### config.mk
export PLATFORM = sky130hd
export DESIGN_NAME = rdr_fifo_flat
export DESIGN_NICKNAME = d
export VERILOG_FILES = /design/src/rtl/rdr_fifo_if.sv /design/src/rtl/rdr_fifo.sv /design/src/flat_wrapper.sv
export SDC_FILE = /design/constraint.sdc
export NUM_CORES = 1
export LEC_CHECK = 0
export BUFFER_PORTS_ARGS = -buffer_cell sky130_fd_sc_hd__buf_4
export CORE_AREA = 2 2 73 75
export CTS_CLUSTER_DIAMETER = 30
export DETAILED_ROUTE_END_ITERATION = 7
export DIE_AREA = 0 0 75 77
export PLACE_DENSITY = 0.74
export SETUP_SLACK_MARGIN = 0.15
export SLEW_MARGIN = 15
export SYNTH_ARGS = -nofsm -noshare
export SYNTH_HDL_FRONTEND = slang
export SYNTH_SLANG_ARGS = --single-unit
### constraint.sdc
create_clock -name clk -period 2.05 [get_ports clk]
set_input_delay 0.615 -clock clk [delete_from_list [all_inputs] [get_ports clk]]
set_output_delay 0.615 -clock clk [all_outputs]
set_load 0.05 [all_outputs]
### src/rtl/rdr_fifo_if.sv
// Receiver-side capture handshake and host-side drain port of the receive buffer.
// The slave modport is the buffer; the master modport is whoever drives it.
interface rdr_fifo_if #(
  parameter int DATA_SIZE = 8,
  parameter int DEPTH     = 4
);
  localparam int CNT_W = $clog2(DEPTH) + 1;

  logic [DATA_SIZE-1:0] d_i;
  logic                 data_ready;
  logic                 frame_error;
  logic                 data_read_ack;
  logic                 rd_en;
  logic [DATA_SIZE-1:0] d_o;
  logic                 fe_o;
  logic                 empty;
  logic                 full;
  logic [CNT_W-1:0]     count;
  logic                 overrun;
  logic                 ovr_clr;
  logic [7:0]           fe_cnt;

  modport master (
    output d_i, data_ready, frame_error, rd_en, ovr_clr,
    input  data_read_ack, d_o, fe_o, empty, full, count, overrun, fe_cnt
  );

  modport slave (
    input  d_i, data_ready, frame_error, rd_en, ovr_clr,
    output data_read_ack, d_o, fe_o, empty, full, count, overrun, fe_cnt
  );
endinterface

### src/rtl/rdr_fifo.sv
// UART receive buffer: edge-detected capture of receiver words into a
// first-word-fall-through FIFO, with sticky overrun and frame-error counting.
module rdr_fifo #(
  parameter int DATA_SIZE = 8,
  parameter int DEPTH     = 4,
  parameter int DROP_FE   = 0
) (
  input logic       clk,
  input logic       res,
  rdr_fifo_if.slave bus
);
  localparam int PTR_W   = $clog2(DEPTH);
  localparam int CNT_W   = PTR_W + 1;
  localparam int ENTRY_W = DATA_SIZE + 1;

  logic [ENTRY_W-1:0] r_mem [DEPTH];
  logic [PTR_W-1:0]   r_wr_ptr;
  logic [PTR_W-1:0]   r_rd_ptr;
  logic [CNT_W-1:0]   r_count;
  logic               r_dr_q;
  logic               r_ack;
  logic               r_ovr;
  logic [7:0]         r_fe_cnt;

  logic               w_empty;
  logic               w_full;
  logic               w_accept;
  logic               w_pop;
  logic               w_discard;
  logic               w_store;
  logic               w_ovr_set;
  logic [ENTRY_W-1:0] w_head;

  assign w_empty   = (r_count == '0);
  assign w_full    = (r_count == CNT_W'(DEPTH));

  // A data_ready level counts once; it must drop for a cycle before the next word.
  assign w_accept  = bus.data_ready & ~r_dr_q;
  assign w_pop     = bus.rd_en & ~w_empty;
  assign w_discard = w_accept & bus.frame_error & (DROP_FE != 0);
  assign w_store   = w_accept & ~w_discard & (~w_full | w_pop);
  assign w_ovr_set = w_accept & ~w_discard & w_full & ~w_pop;

  // NOTE: storage has no reset; validity comes solely from r_count, which keeps
  // the array free of reset fan-out and mappable onto plain RAM.
  always_ff @(posedge clk) begin
    if (w_store) r_mem[r_wr_ptr] <= {bus.frame_error, bus.d_i};
  end

  // NOTE: every sequential assignment is non-blocking so all registers update
  // from the same pre-edge values regardless of statement order.
  always_ff @(posedge clk or negedge res) begin
    if (!res) begin
      r_wr_ptr <= '0;
      r_rd_ptr <= '0;
      r_count  <= '0;
      r_dr_q   <= 1'b0;
      r_ack    <= 1'b0;
      r_ovr    <= 1'b0;
      r_fe_cnt <= '0;
    end else begin
      r_dr_q <= bus.data_ready;
      r_ack  <= w_accept;

      if (w_store) r_wr_ptr <= r_wr_ptr + PTR_W'(1);
      if (w_pop)   r_rd_ptr <= r_rd_ptr + PTR_W'(1);

      case ({w_store, w_pop})
        2'b10:   r_count <= r_count + CNT_W'(1);
        2'b01:   r_count <= r_count - CNT_W'(1);
        default: r_count <= r_count;
      endcase

      // A new overrun in the same cycle as a clear must survive.
      if (w_ovr_set)        r_ovr <= 1'b1;
      else if (bus.ovr_clr) r_ovr <= 1'b0;

      if (w_accept && bus.frame_error && (r_fe_cnt != 8'hFF))
        r_fe_cnt <= r_fe_cnt + 8'd1;
    end
  end

  assign w_head            = r_mem[r_rd_ptr];
  assign bus.d_o           = w_empty ? '0 : w_head[DATA_SIZE-1:0];
  assign bus.fe_o          = w_empty ? 1'b0 : w_head[DATA_SIZE];
  assign bus.empty         = w_empty;
  assign bus.full          = w_full;
  assign bus.count         = r_count;
  assign bus.overrun       = r_ovr;
  assign bus.data_read_ack = r_ack;
  assign bus.fe_cnt        = r_fe_cnt;
endmodule

### src/flat_wrapper.sv
// flat-port wrapper written by rule: the top's interface ports become plain ports
module rdr_fifo_flat 
#(
  parameter int DATA_SIZE = 8,
  parameter int DEPTH     = 4,
  parameter int DROP_FE   = 0
)
  (clk, res, bus_d_i, bus_data_ready, bus_frame_error, bus_rd_en, bus_ovr_clr, bus_data_read_ack, bus_d_o, bus_fe_o, bus_empty, bus_full, bus_count, bus_overrun, bus_fe_cnt);
  rdr_fifo_if #(.DATA_SIZE(DATA_SIZE), .DEPTH(DEPTH)) bus_i ();
  input logic clk;
  input logic res;
  input wire logic [$bits(bus_i.d_i)-1:0] bus_d_i;
  input wire logic [$bits(bus_i.data_ready)-1:0] bus_data_ready;
  input wire logic [$bits(bus_i.frame_error)-1:0] bus_frame_error;
  input wire logic [$bits(bus_i.rd_en)-1:0] bus_rd_en;
  input wire logic [$bits(bus_i.ovr_clr)-1:0] bus_ovr_clr;
  output wire logic [$bits(bus_i.data_read_ack)-1:0] bus_data_read_ack;
  output wire logic [$bits(bus_i.d_o)-1:0] bus_d_o;
  output wire logic [$bits(bus_i.fe_o)-1:0] bus_fe_o;
  output wire logic [$bits(bus_i.empty)-1:0] bus_empty;
  output wire logic [$bits(bus_i.full)-1:0] bus_full;
  output wire logic [$bits(bus_i.count)-1:0] bus_count;
  output wire logic [$bits(bus_i.overrun)-1:0] bus_overrun;
  output wire logic [$bits(bus_i.fe_cnt)-1:0] bus_fe_cnt;
  assign bus_i.d_i = bus_d_i;
  assign bus_i.data_ready = bus_data_ready;
  assign bus_i.frame_error = bus_frame_error;
  assign bus_i.rd_en = bus_rd_en;
  assign bus_i.ovr_clr = bus_ovr_clr;
  assign bus_data_read_ack = bus_i.data_read_ack;
  assign bus_d_o = bus_i.d_o;
  assign bus_fe_o = bus_i.fe_o;
  assign bus_empty = bus_i.empty;
  assign bus_full = bus_i.full;
  assign bus_count = bus_i.count;
  assign bus_overrun = bus_i.overrun;
  assign bus_fe_cnt = bus_i.fe_cnt;
  rdr_fifo #(.DATA_SIZE(DATA_SIZE), .DEPTH(DEPTH), .DROP_FE(DROP_FE)) u_core (.clk(clk), .res(res), .bus(bus_i));
endmodule
Word-level counts from Yosys, hierarchy flattened
Memory sizes are Yosys's and may differ from the RTL's. Index checks and enable logic that the tools add are counted.

Input bits: 14. Word-level logic and storage cells: 39. Flip-flop bits (word level): 18. Output and inout port bits: 24. Memories: 1. Memory bits (writable): 36.

Multiplexer cells: 7. Add/sub/neg operators: 5. Equal/unequal tests: 4. Bitwise operators: 10. Reduce and logical (&&, ||, !) cells: 5.

Memories: u_core.r_mem (depth 4, width 9, rd ports 1, clocked after Yosys merged registers in 0, wr ports 1, RTL line rdr_fifo.sv:16) `logic [ENTRY_W-1:0] r_mem [DEPTH];`.

Operators by type and width (number): 8-bit by 1-bit adder with 8-bit output (second input constant) (1); 8-bit 2-to-1 mux (1); 8-bit != test (second input constant) (1); 3-bit one-hot mux with 2 select lines (1); 1-bit bitwise AND (5); 1-bit 2-to-1 mux (5); 2-bit by 1-bit adder with 2-bit output (second input constant) (2); 1-bit NOT (4); 2-bit nonzero test (2); 3-bit by 1-bit adder with 3-bit output (second input constant) (1); 3-bit equality test (second input constant) (1); 3-bit zero test (1); 3-bit by 1-bit subtractor with 3-bit output (second input constant) (1); 2-bit by 1-bit equality test with 1-bit output (second input constant) (1); 2-bit equality test (second input constant) (1); 1-bit logical AND (2); 1-bit OR (1).

Depth between registers and ports, before layout
Gate-level depths: netlist (run 1).

Depth in word-level cells: 7. Mapped depth: 7. Mapped depth without buffers: 6.

Worst setup path before layout (run 1)
Ideal clock, no wire load.

Path type: reg2reg. From: reg u_core.r_count[0] (netlist: u_core.bus.count[0]). To: reg u_core.r_count[2] (netlist: u_core.bus.count[2]). Cell stages (with the launch flop): 8. Arrival time: 2.107 ns. Buffers on the path: 1. Clock period less this slack: 2.268 ns. Data required time: 1.888 ns. Path slack: -0.218 ns. Library setup time: 0.162 ns. Path through: dfrtp_1 > or3_1 > buf_2 > nand3_1 > fa_1 > or3_1 > nand3_1 > o311ai_0.

Word-level cells in the longest chain between the ends: 7. Elaborated cells between the ends (all ways): 13. Those cells by class: 2 x add/sub; 3 x eq/ne; 1 x mux; 5 x bitwise; 2 x reduce/logical.

Ends and longest elaborated chain: start: declaration (RTL line rdr_fifo.sv:19) `logic [CNT_W-1:0] r_count;`; start signal: assignment (RTL line rdr_fifo.sv:69) `2'b10: r_count <= r_count + CNT_W'(1);`; start signal: assignment (RTL line rdr_fifo.sv:70) `2'b01: r_count <= r_count - CNT_W'(1);`; start signal: assignment (RTL line rdr_fifo.sv:71) `default: r_count <= r_count;`; 3-bit zero test (RTL line rdr_fifo.sv:34) `assign w_empty = (r_count == '0);`; 1-bit NOT (RTL line rdr_fifo.sv:39) `assign w_pop = bus.rd_en & ~w_empty;`; 1-bit bitwise AND (RTL line rdr_fifo.sv:39); 1-bit OR (RTL line rdr_fifo.sv:41) `assign w_store = w_accept & ~w_discard & (~w_full | w_pop);`; 1-bit bitwise AND (RTL line rdr_fifo.sv:41); 2-bit by 1-bit equality test with 1-bit output / 2-bit equality test (equally long branches) (RTL line rdr_fifo.sv:68) `case ({w_store, w_pop})`; 3-bit one-hot mux with 2 select lines / 2-bit nonzero test (equally long branches).

Parallel ways exist; a longest one is shown, timed or not. A chain may end at the register's enable or synchronous reset.

Final worst setup path (run 1)
From: reg u_core.r_rd_ptr[0]. To: out bus_d_o[4].

Word-level cells in the longest chain between the ends: 2.

Ends and longest elaborated chain: start: declaration (RTL line rdr_fifo.sv:18) `logic [PTR_W-1:0] r_rd_ptr;`; start signal: assignment (RTL line rdr_fifo.sv:66) `if (w_pop) r_rd_ptr <= r_rd_ptr + PTR_W'(1);`; memory 4 x 9 bit; 8-bit 2-to-1 mux (RTL line rdr_fifo.sv:84) `assign bus.d_o = w_empty ? '0 : w_head[DATA_SIZE-1:0];`; end: declaration (RTL line flat_wrapper.sv:18) `output wire logic [$bits(bus_i.d_o)-1:0] bus_d_o;`.

No other way between the ends.

==> flow_summary.toml, run 1 <==
[grt]
globalRouteTotalUtil_pct = 17.0
grt.overflow.total = 0
grt_max_degree = 19
grt_pass1_vias = 1499
antenna_found_initial = 0
grt_pass1_wl_um = 7230

[timing]
slew_viol_final = 0
slew_headroom_pct = 82.1
final_hold_viol_count = 0
finalCriticalPeriod_ns = 2.31
finalSetupViolCount = 9
max_freq_mhz = 433
finalCritPeriodShare_pct = 113
fin_worst_skew_ns = 0.00803
worst_pin_slew_ns = 0.268
rsz0062_at_grt = "yes"
setup_slack_ns = -0.262

[clock_network]
cts_inserted_buffers = 5
ctsLongestPathBuffers = 2
cts_tree = "yes"
hold_buffers = 0
cts_root_buffer = "clkbuf_8"
htreeDepth = 2
cts.sink_count = 54
clk_pin_slew_ns = 0.10
clock_latency_ns = 0.31

[cells_and_area]
postLayoutCellArea_sq_um = 3290
instances_no_fill = 291
multi_input_area_sq_um = 896
fin_nets = 240
area_delta_synth_final_pct = 37.6
regArea_sq_um = 1540
antenna_cells = 0
layout-drive-gt1-share_pct = 51.6
fill_cells = 349

[detailed_routing]
drt-initial-drc-count = 68
wirelength_um = 4840
route.detailed.drc = 0
ant_nets = 0
wire_per_inst_um = 16.6
drtPass1Iterations = 4
via_per_inst = 5.12
vias = 1491

[critical_path]
required_ns = 1.43
r2r-start = "u_core.bus.count[0]"
cp.arrival_ns = 1.70
slowest_stage = "mux4_2"
worstSetupStartpoint = "u_core.r_rd_ptr[0]"
worstSetupPathType = "reg -> out"
max_stage_delay_ns = 0.50
start_kind = "register"
path_cells = "buf_6 > mux4_2 > and2_4 > buf_8"
path_depth = 4
path_buf_inv = 2
rrSetupSlack_ns = 0.04
worst_setup_path_end_kind = "output port"
regToRegEndpoint = "u_core.bus.count[1]"
crit_fanout = 5
critical-path-top-delay-family = "multiplexers"
ff2ff_path_depth = 8

[status]
status = "finished with violations"
violations = "setup timing"

[job]
maxCapViolations = 0

[yosys]
synth_cell_types = 39
syn_nets = 174
postSynthAreaPerCell_sq_um = 15.5
ys_top_cells_by_area = "edfxtp_1 (45%), dfrtp_1 (19%), mux4_2 (7.5%)"
ys_ff_latch = 54
syn_inst = 154
synth-edff-count = 36
yosys-top-cells-count = "edfxtp_1 (36), dfrtp_1 (18), and2_1 (13)"
synth_area_sq_um = 2390
synth.most_common_cell = "edfxtp_1"
yosys.area.top_type = "edfxtp_1"
synth_top_area_share_pct = 45.2
synth_seq_area_share_pct = 64.0
async_flop_share_pct = 33.3
synthFlopType = "edfxtp_1"
yosysWarnings = 0

[placement]
place_congestion = 0.787
placed_area_sq_um = 2870
preCtsSetupSlack_ns = 0.0187
io_buffers = 37
dp_hpwl_um = 3190
place_inst = 269

[die]
start_util_pct = 48.1
die_w_um = 75
coreArea_sq_um = 4980
die_y_um = 77
io_pins = 38
num_rows = 26
fp.dieArea_sq_um = 5780

[min_path]
holdCritPathClass = "in -> async"

[power]
powerDensity_nw_per_um2 = 1590
vdd_drop_max_mv = 0.775
leakage_nw = 1.32
## kinds of logic (layout without fill, tap and decap cells)
group | Yosys count | count (layout) | synth area share, %
adders and majority gates | 6 | 6 | 3.45
and+or+nand+nor | 47 | 48 | 12.0
AOI/OAI and AO/OA | 13 | 13 | 4.18
DFF | 54 | 54 | 64.0
xor gates and xnor gates | 9 | 9 | 3.29
buffers and inverters | 13 | 79 | 3.03
muxes | 12 | 12 | 10.0
## routing by layer
layer / part of all wire, % / track usage (%) / up-vias / wire length (um)
li1: - / - / 699 / -
met1: 40 / 20.5 / 744 / 1940
met2: 54 / 28.7 / 38 / 2600
met3: 3.8 / 4.60 / 10 / 184
met4: 2.3 / 6.25 / 0 / 112
met5: 0 / 0 / - / 0
## how the worst max path moves through the flow
stage | endpoint
after floorplan | u_core.bus.count[1]
after global placement | bus_d_o[6]
after detailed placement | bus_d_o[2]
after CTS | bus_d_o[5]
after global routing | bus_d_o[5]
final | bus_d_o[4]
## worst register-to-register path: cells and delay by family (launching register included)
family | cells | cell delay (ns)
buffers and inverters | 2 | 0.25
adders and majority gates | 1 | 0.46
AOI/OAI and AO/OA | 3 | 0.29
DFF | 1 | 0.43
and+or+nand+nor | 2 | 0.51
## power by group
group          internal (mW)  leakage, nW  switching, mW
combinational           1.40        0.712           1.55
sequential              1.37        0.547          0.193
clock                  0.370       0.0587          0.354
## flip-flops by register name, indices dropped and copies added, names as in the netlist
register                  count
u_core.bus.count              3
u_core.bus.data_read_ack      1
u_core.bus.fe_cnt             8
u_core.bus.overrun            1
u_core.r_dr_q                 1
u_core.r_mem                 36
u_core.r_rd_ptr               2
u_core.r_wr_ptr               2
## cell usage in the layout (no fill, tap or decap), types with 4 or more instances in the layout
master,count
buf_4,40
edfxtp_1,36
dfrtp_1,14
buf_8,11
and2_4,10
buf_6,10
mux4_2,9
nand2_1,8
xnor2_1,7
inv_1,5
nand3_1,5
ha_1,5
clkbuf_8,5
and2_1,4
nor2_1,4
dfrtp_2,4
## timing repair
item / in CTS / in global routing
cloned: 1 / 0
gates resized for setup: 43 / 13
endpoints found under the hold margin: 0 / 0
pin swaps: 15 / 8
setup buffers: 4 / 9
setup endpoints to repair: 11 / 13
## per-stage QoR
step	util (%)	setup TNS, ns	hold WS (ns)	total power, mW
after floorplan	-	0	0.319	3.13
final	66.2	-2.19	0.161	5.24
after detailed placement	57.7	0	0.501	3.81
after CTS	63.5	-2.19	0.160	5.02
after global placement	57.7	0	0.482	3.71
after global routing	66.2	-2.70	0.159	5.47
## final cells by class
type | instances | area share (%)
clock inverters | 3 | 1.44
flip-flops and latches | 54 | 46.7
repair buffers | 63 | 18.8
well taps | 70 | 2.66
inverters | 8 | 1.18
clock buffers | 5 | 2.09
multi-input cells | 88 | 27.2
(Power assumes the default switching activity.)
==> inputs of run 2 (changes only) <==
--- a/constraint.sdc
+++ b/constraint.sdc
@@ -3,2 +3,2 @@
 set_output_delay 0.615 -clock clk [all_outputs]
-set_load 0.05 [all_outputs]
+set_load 0.01 [all_outputs]
==> flow_summary.toml, run 2 (synthesized netlist as in run 1, its figures left out) <==
[critical_path]
start_kind = "register"
crit_fanout = 5
worst_setup_path_end_kind = "output port"
rrSetupSlack_ns = 0.04
cp.arrival_ns = 1.66
required_ns = 1.43
worstSetupPathType = "reg -> out"

[detailed_routing]
wire_per_inst_um = 16.5
vias = 1488
wirelength_um = 4710
route.detailed.drc = 0
drt-initial-drc-count = 68
drtPass1Iterations = 4
ant_nets = 0
via_per_inst = 5.20

[power]
power_mw = 4.10
vdd_drop_max_mv = 0.881
powerDensity_nw_per_um2 = 1310
leakage_nw = 1.27

[die]
die_y_um = 77
coreArea_sq_um = 4980
start_util_pct = 48.1
fp.dieArea_sq_um = 5780
die_w_um = 75
num_rows = 26
io_pins = 38

[cells_and_area]
final_cell_mix = "buf_4 (41), edfxtp_1 (36), dfrtp_1 (15), buf_6 (14), and2_4 (10)"
fill_cells = 387
final_util_pct = 63.0
layout_commonest_cell = "buf_4"
regArea_sq_um = 1540
fin_nets = 235
layout-drive-gt1-share_pct = 47.2
largest_register_ffs = 36
postLayoutCellArea_sq_um = 3130
antenna_cells = 0
regMostFlops = "u_core.r_mem"
instances_no_fill = 286
multi_input_area_sq_um = 837
area_delta_synth_final_pct = 30.9

[timing]
finalSetupViolCount = 9
max_freq_mhz = 439
finalCritPeriodShare_pct = 111
slew_viol_final = 0
rsz0062_at_grt = "yes"
final_hold_viol_count = 0
worst_pin_slew_ns = 0.461
fin_worst_skew_ns = 0.00856
slew_headroom_pct = 69.2
setup_slack_ns = -0.229
finalCriticalPeriod_ns = 2.28

[clock_network]
clock_latency_ns = 0.31
cts_root_buffer = "clkbuf_8"
cts.sink_count = 54
ctsLongestPathBuffers = 2
htreeDepth = 2
hold_buffers = 0
clk_pin_slew_ns = 0.10
cts_inserted_buffers = 5
cts_tree = "yes"

[grt]
grt_pass1_wl_um = 7800
globalRouteTotalUtil_pct = 18.4
grt_pass1_vias = 1584
grt_max_degree = 19
grt.overflow.total = 0
antenna_found_initial = 0

[status]
violations = "setup timing"
status = "finished with violations"

[job]
maxCapViolations = 0

[placement]
dp_hpwl_um = 3230
place_inst = 267
placed_area_sq_um = 2840
preCtsSetupSlack_ns = 0.0196
io_buffers = 37
place_congestion = 0.846

[min_path]
holdCritPathClass = "in -> async"
==> run 2: cell types whose count changed in the layout (fill, tap and decap cells not counted), sizes merged <==
cell    previous run  this run
or3                3         2
bufinv             1         0
inv                7         8
clkbuf             5         6
buf               63        58
==> run 2: final timing paths <==
check / from / depth (start not counted) / endpoint
worst max register to register: u_core.bus.count[0] / 8 / u_core.bus.count[1]
min in group clk: bus_data_ready / 1 / u_core.r_dr_q
worst min register to register: u_core.bus.overrun / 1 / u_core.bus.overrun
worst max-delay path: u_core.r_rd_ptr[0] / 4 / bus_d_o[1]
worst min-delay path: res / 1 / u_core.r_rd_ptr[0]
max in group asynchronous: res / 1 / u_core.bus.count[1]
==> run 2: routing by layer <==
metal | wire length, um | GRT usage (%) | vias up | share of wire (%)
li1 | - | - | 688 | -
met3 | 179 | 4.47 | 6 | 3.8
met4 | 54 | 4.82 | 0 | 1.1
met1 | 1870 | 22.5 | 756 | 40
met5 | 0 | 0 | - | 0
met2 | 2610 | 31.8 | 38 | 55
==> run 2: layout make-up <==
class	instances	share of cell area, %
clock buffer	5	2.20
tap	70	2.79
sequential	54	49.0
timing repair buffer	59	17.6
multi-input combinational	87	26.7
clock inverter	3	0.639
inverter	8	1.12
==> run 2: through the flow <==
stage,TNS [ns],hold slack (ns)
after floorplan,0,0.319
after global placement,0,0.482
after detailed placement,0,0.503
after CTS,-2.28,0.160
after global routing,-2.53,0.165
final,-1.93,0.162
==> run 2: what timing repair did <==
action	in CTS	in global routing
buffers inserted	9	1
pin swaps	11	7
gates resized for setup	24	10
cloned	1	0
endpoints found under the setup margin	12	13
==> run 2: power breakdown <==
| group | internal, mW | total [mW] | leakage [nW] | switching [mW] |
|---|---|---|---|---|
| Clock | 0.241 | 0.590 | 0.0422 | 0.348 |
| Sequential | 1.37 | 1.56 | 0.548 | 0.189 |
| Combinational | 1.19 | 1.95 | 0.677 | 0.760 |
| Total | 2.80 | 4.10 | 1.27 | 1.30 |
==> run 2: critical path, stage by stage (launching register included) <==
cell and delay, ns:
dfrtp_2 0.45, buf_12 0.14, mux4_2 0.50, and2_4 0.15, buf_6 0.11
==> inputs of run 3 (changes only) <==
PLACE_DENSITY = 0.76   (was 0.74)
clock period = 1.9 ns   (was 2.05 ns; I/O delays follow)
==> flow_summary.toml, run 3 (synthesized netlist as in run 1, its figures left out) <==
[critical_path]
rrSetupSlack_ns = -0.05
start_kind = "register"
slowest_stage = "mux4_2"
worstSetupStartpoint = "u_core.r_rd_ptr[0]"
required_ns = 1.33
max_stage_delay_ns = 0.49
worst_setup_path_end_kind = "output port"
worstSetupPathType = "reg -> out"
ff2ff_path_depth = 7
regToRegEndpoint = "u_core.bus.count[1]"
path_cells = "clkbuf_16 > mux4_2 > and2_4 > buf_6"
crit_fanout = 4
r2r-start = "u_core.bus.count[1]"
cp.arrival_ns = 1.68

[detailed_routing]
wire_per_inst_um = 16.7
drt-initial-drc-count = 65
route.detailed.drc = 0
ant_nets = 0
vias = 1504
drtPass1Iterations = 4
via_per_inst = 5.17
wirelength_um = 4860

[clock_network]
ctsLongestPathBuffers = 2
cts_tree = "yes"
cts_inserted_buffers = 5
clk_pin_slew_ns = 0.09
cts.sink_count = 54
hold_buffers = 0
clock_latency_ns = 0.30
cts_root_buffer = "clkbuf_8"
htreeDepth = 2

[cells_and_area]
layout_commonest_cell = "buf_4"
area_delta_synth_final_pct = 35.6
regMostFlops = "u_core.r_mem"
antenna_cells = 0
layout-drive-gt1-share_pct = 52.0
fin_nets = 240
fill_cells = 364
final_cell_mix = "buf_4 (38), edfxtp_1 (36), buf_6 (20), and2_4 (14), dfrtp_1 (13)"
final_util_pct = 65.2
largest_register_ffs = 36

[die]
die_w_um = 75
num_rows = 26
start_util_pct = 48.1
io_pins = 38
die_y_um = 77
coreArea_sq_um = 4980
fp.dieArea_sq_um = 5780

[timing]
finalSetupViolCount = 12
max_freq_mhz = 444
slew_headroom_pct = 82.9
setup_slack_ns = -0.350
slew_viol_final = 0
worst_pin_slew_ns = 0.257
rsz0062_at_grt = "yes"
fin_worst_skew_ns = 0.00194
finalCritPeriodShare_pct = 118
finalCriticalPeriod_ns = 2.25
final_hold_viol_count = 0

[power]
leakage_nw = 1.31
powerDensity_nw_per_um2 = 1410
vdd_drop_max_mv = 0.812
intPower_mw = 3.15
p_comb_share_pct = 48.7
pwr-share-seq_pct = 37.3
p_sw_share_pct = 31.2
p_sw_mw = 1.43
p_clk_share_pct = 14.0

[status]
status = "finished with violations"
violations = "setup timing"

[min_path]
holdCritPathClass = "in -> async"

[grt]
globalRouteTotalUtil_pct = 17.0
grt_pass1_vias = 1451
grt_max_degree = 19
antenna_found_initial = 0
grt_pass1_wl_um = 7130
grt.overflow.total = 0

[placement]
preCtsSetupSlack_ns = -0.0399
dp_hpwl_um = 3220
place_congestion = 0.851
io_buffers = 37

[job]
maxCapViolations = 0
-- run 3: per-layer routing --
layer	GRT usage [%]	routed length [um]
met1	19.7	1930
met5	0	0
met2	28.7	2600
met4	6.79	102
met3	5.26	221
-- run 3: area by class of cell --
type | instances | area (sq um) | share of cell area (%)
sequential | 54 | 1540 | 47.4
multi-input combinational | 88 | 878 | 27.1
timing repair buffer | 63 | 616 | 19.0
tap | 70 | 87.6 | 2.70
clock buffer | 7 | 86.3 | 2.66
inverter | 8 | 35.0 | 1.08
clock inverter | 1 | 5.00 | 0.154
-- run 3: metrics by stage --
| step | cells | area, sq um | TNS [ns] | power [mW] | hold WS [ns] |
|---|---|---|---|---|---|
| floorplan | 154 | 2420 | 0 | 2.60 | 0.274 |
| global placement | 269 | 2890 | -0.0779 | 3.26 | 0.451 |
| detailed placement | 269 | 2890 | -0.270 | 3.35 | 0.454 |
| CTS | 282 | 3110 | -3.21 | 4.35 | 0.120 |
| global route | 291 | 3250 | -3.41 | 4.81 | 0.121 |
| finish | 291 | 3250 | -2.93 | 4.57 | 0.119 |
-- run 3: repair_timing --
action | CTS | global route
setup endpoints to repair | 13 | 47
gates cloned | 1 | 1
setup buffers | 4 | 8
pin swaps | 11 | 12
resized for setup | 26 | 21
-- run 3: worst max-delay path by stage --
stage | to | slack (ns) | cells after the start
floorplan | u_core.bus.count[1] | 0.03 | 7
global placement | bus_d_o[3] | -0.02 | 4
detailed placement | bus_d_o[2] | -0.04 | 4
CTS | bus_d_o[2] | -0.35 | 4
global route | bus_d_o[7] | -0.39 | 4
finish | bus_d_o[7] | -0.35 | 4
-- run 3: critical path, delay by kind of cell, from the launching register on --
family | cells | cell delay [ns]
muxes | 1 | 0.49
DFF | 1 | 0.44
buffers and inverters | 2 | 0.28
and+or+nand+nor | 1 | 0.16
-- run 3: power by group through the flow --
stage	sequential [mW]	clock [mW]	combinational, mW
6_report	1.71	0.641	2.23
2_1_floorplan	1.70	0	0.907
3_3_place_gp	1.68	0	1.58
4_1_cts	1.70	0.649	2.00
5_1_grt	1.74	0.697	2.38
3_5_place_dp	1.71	0	1.64
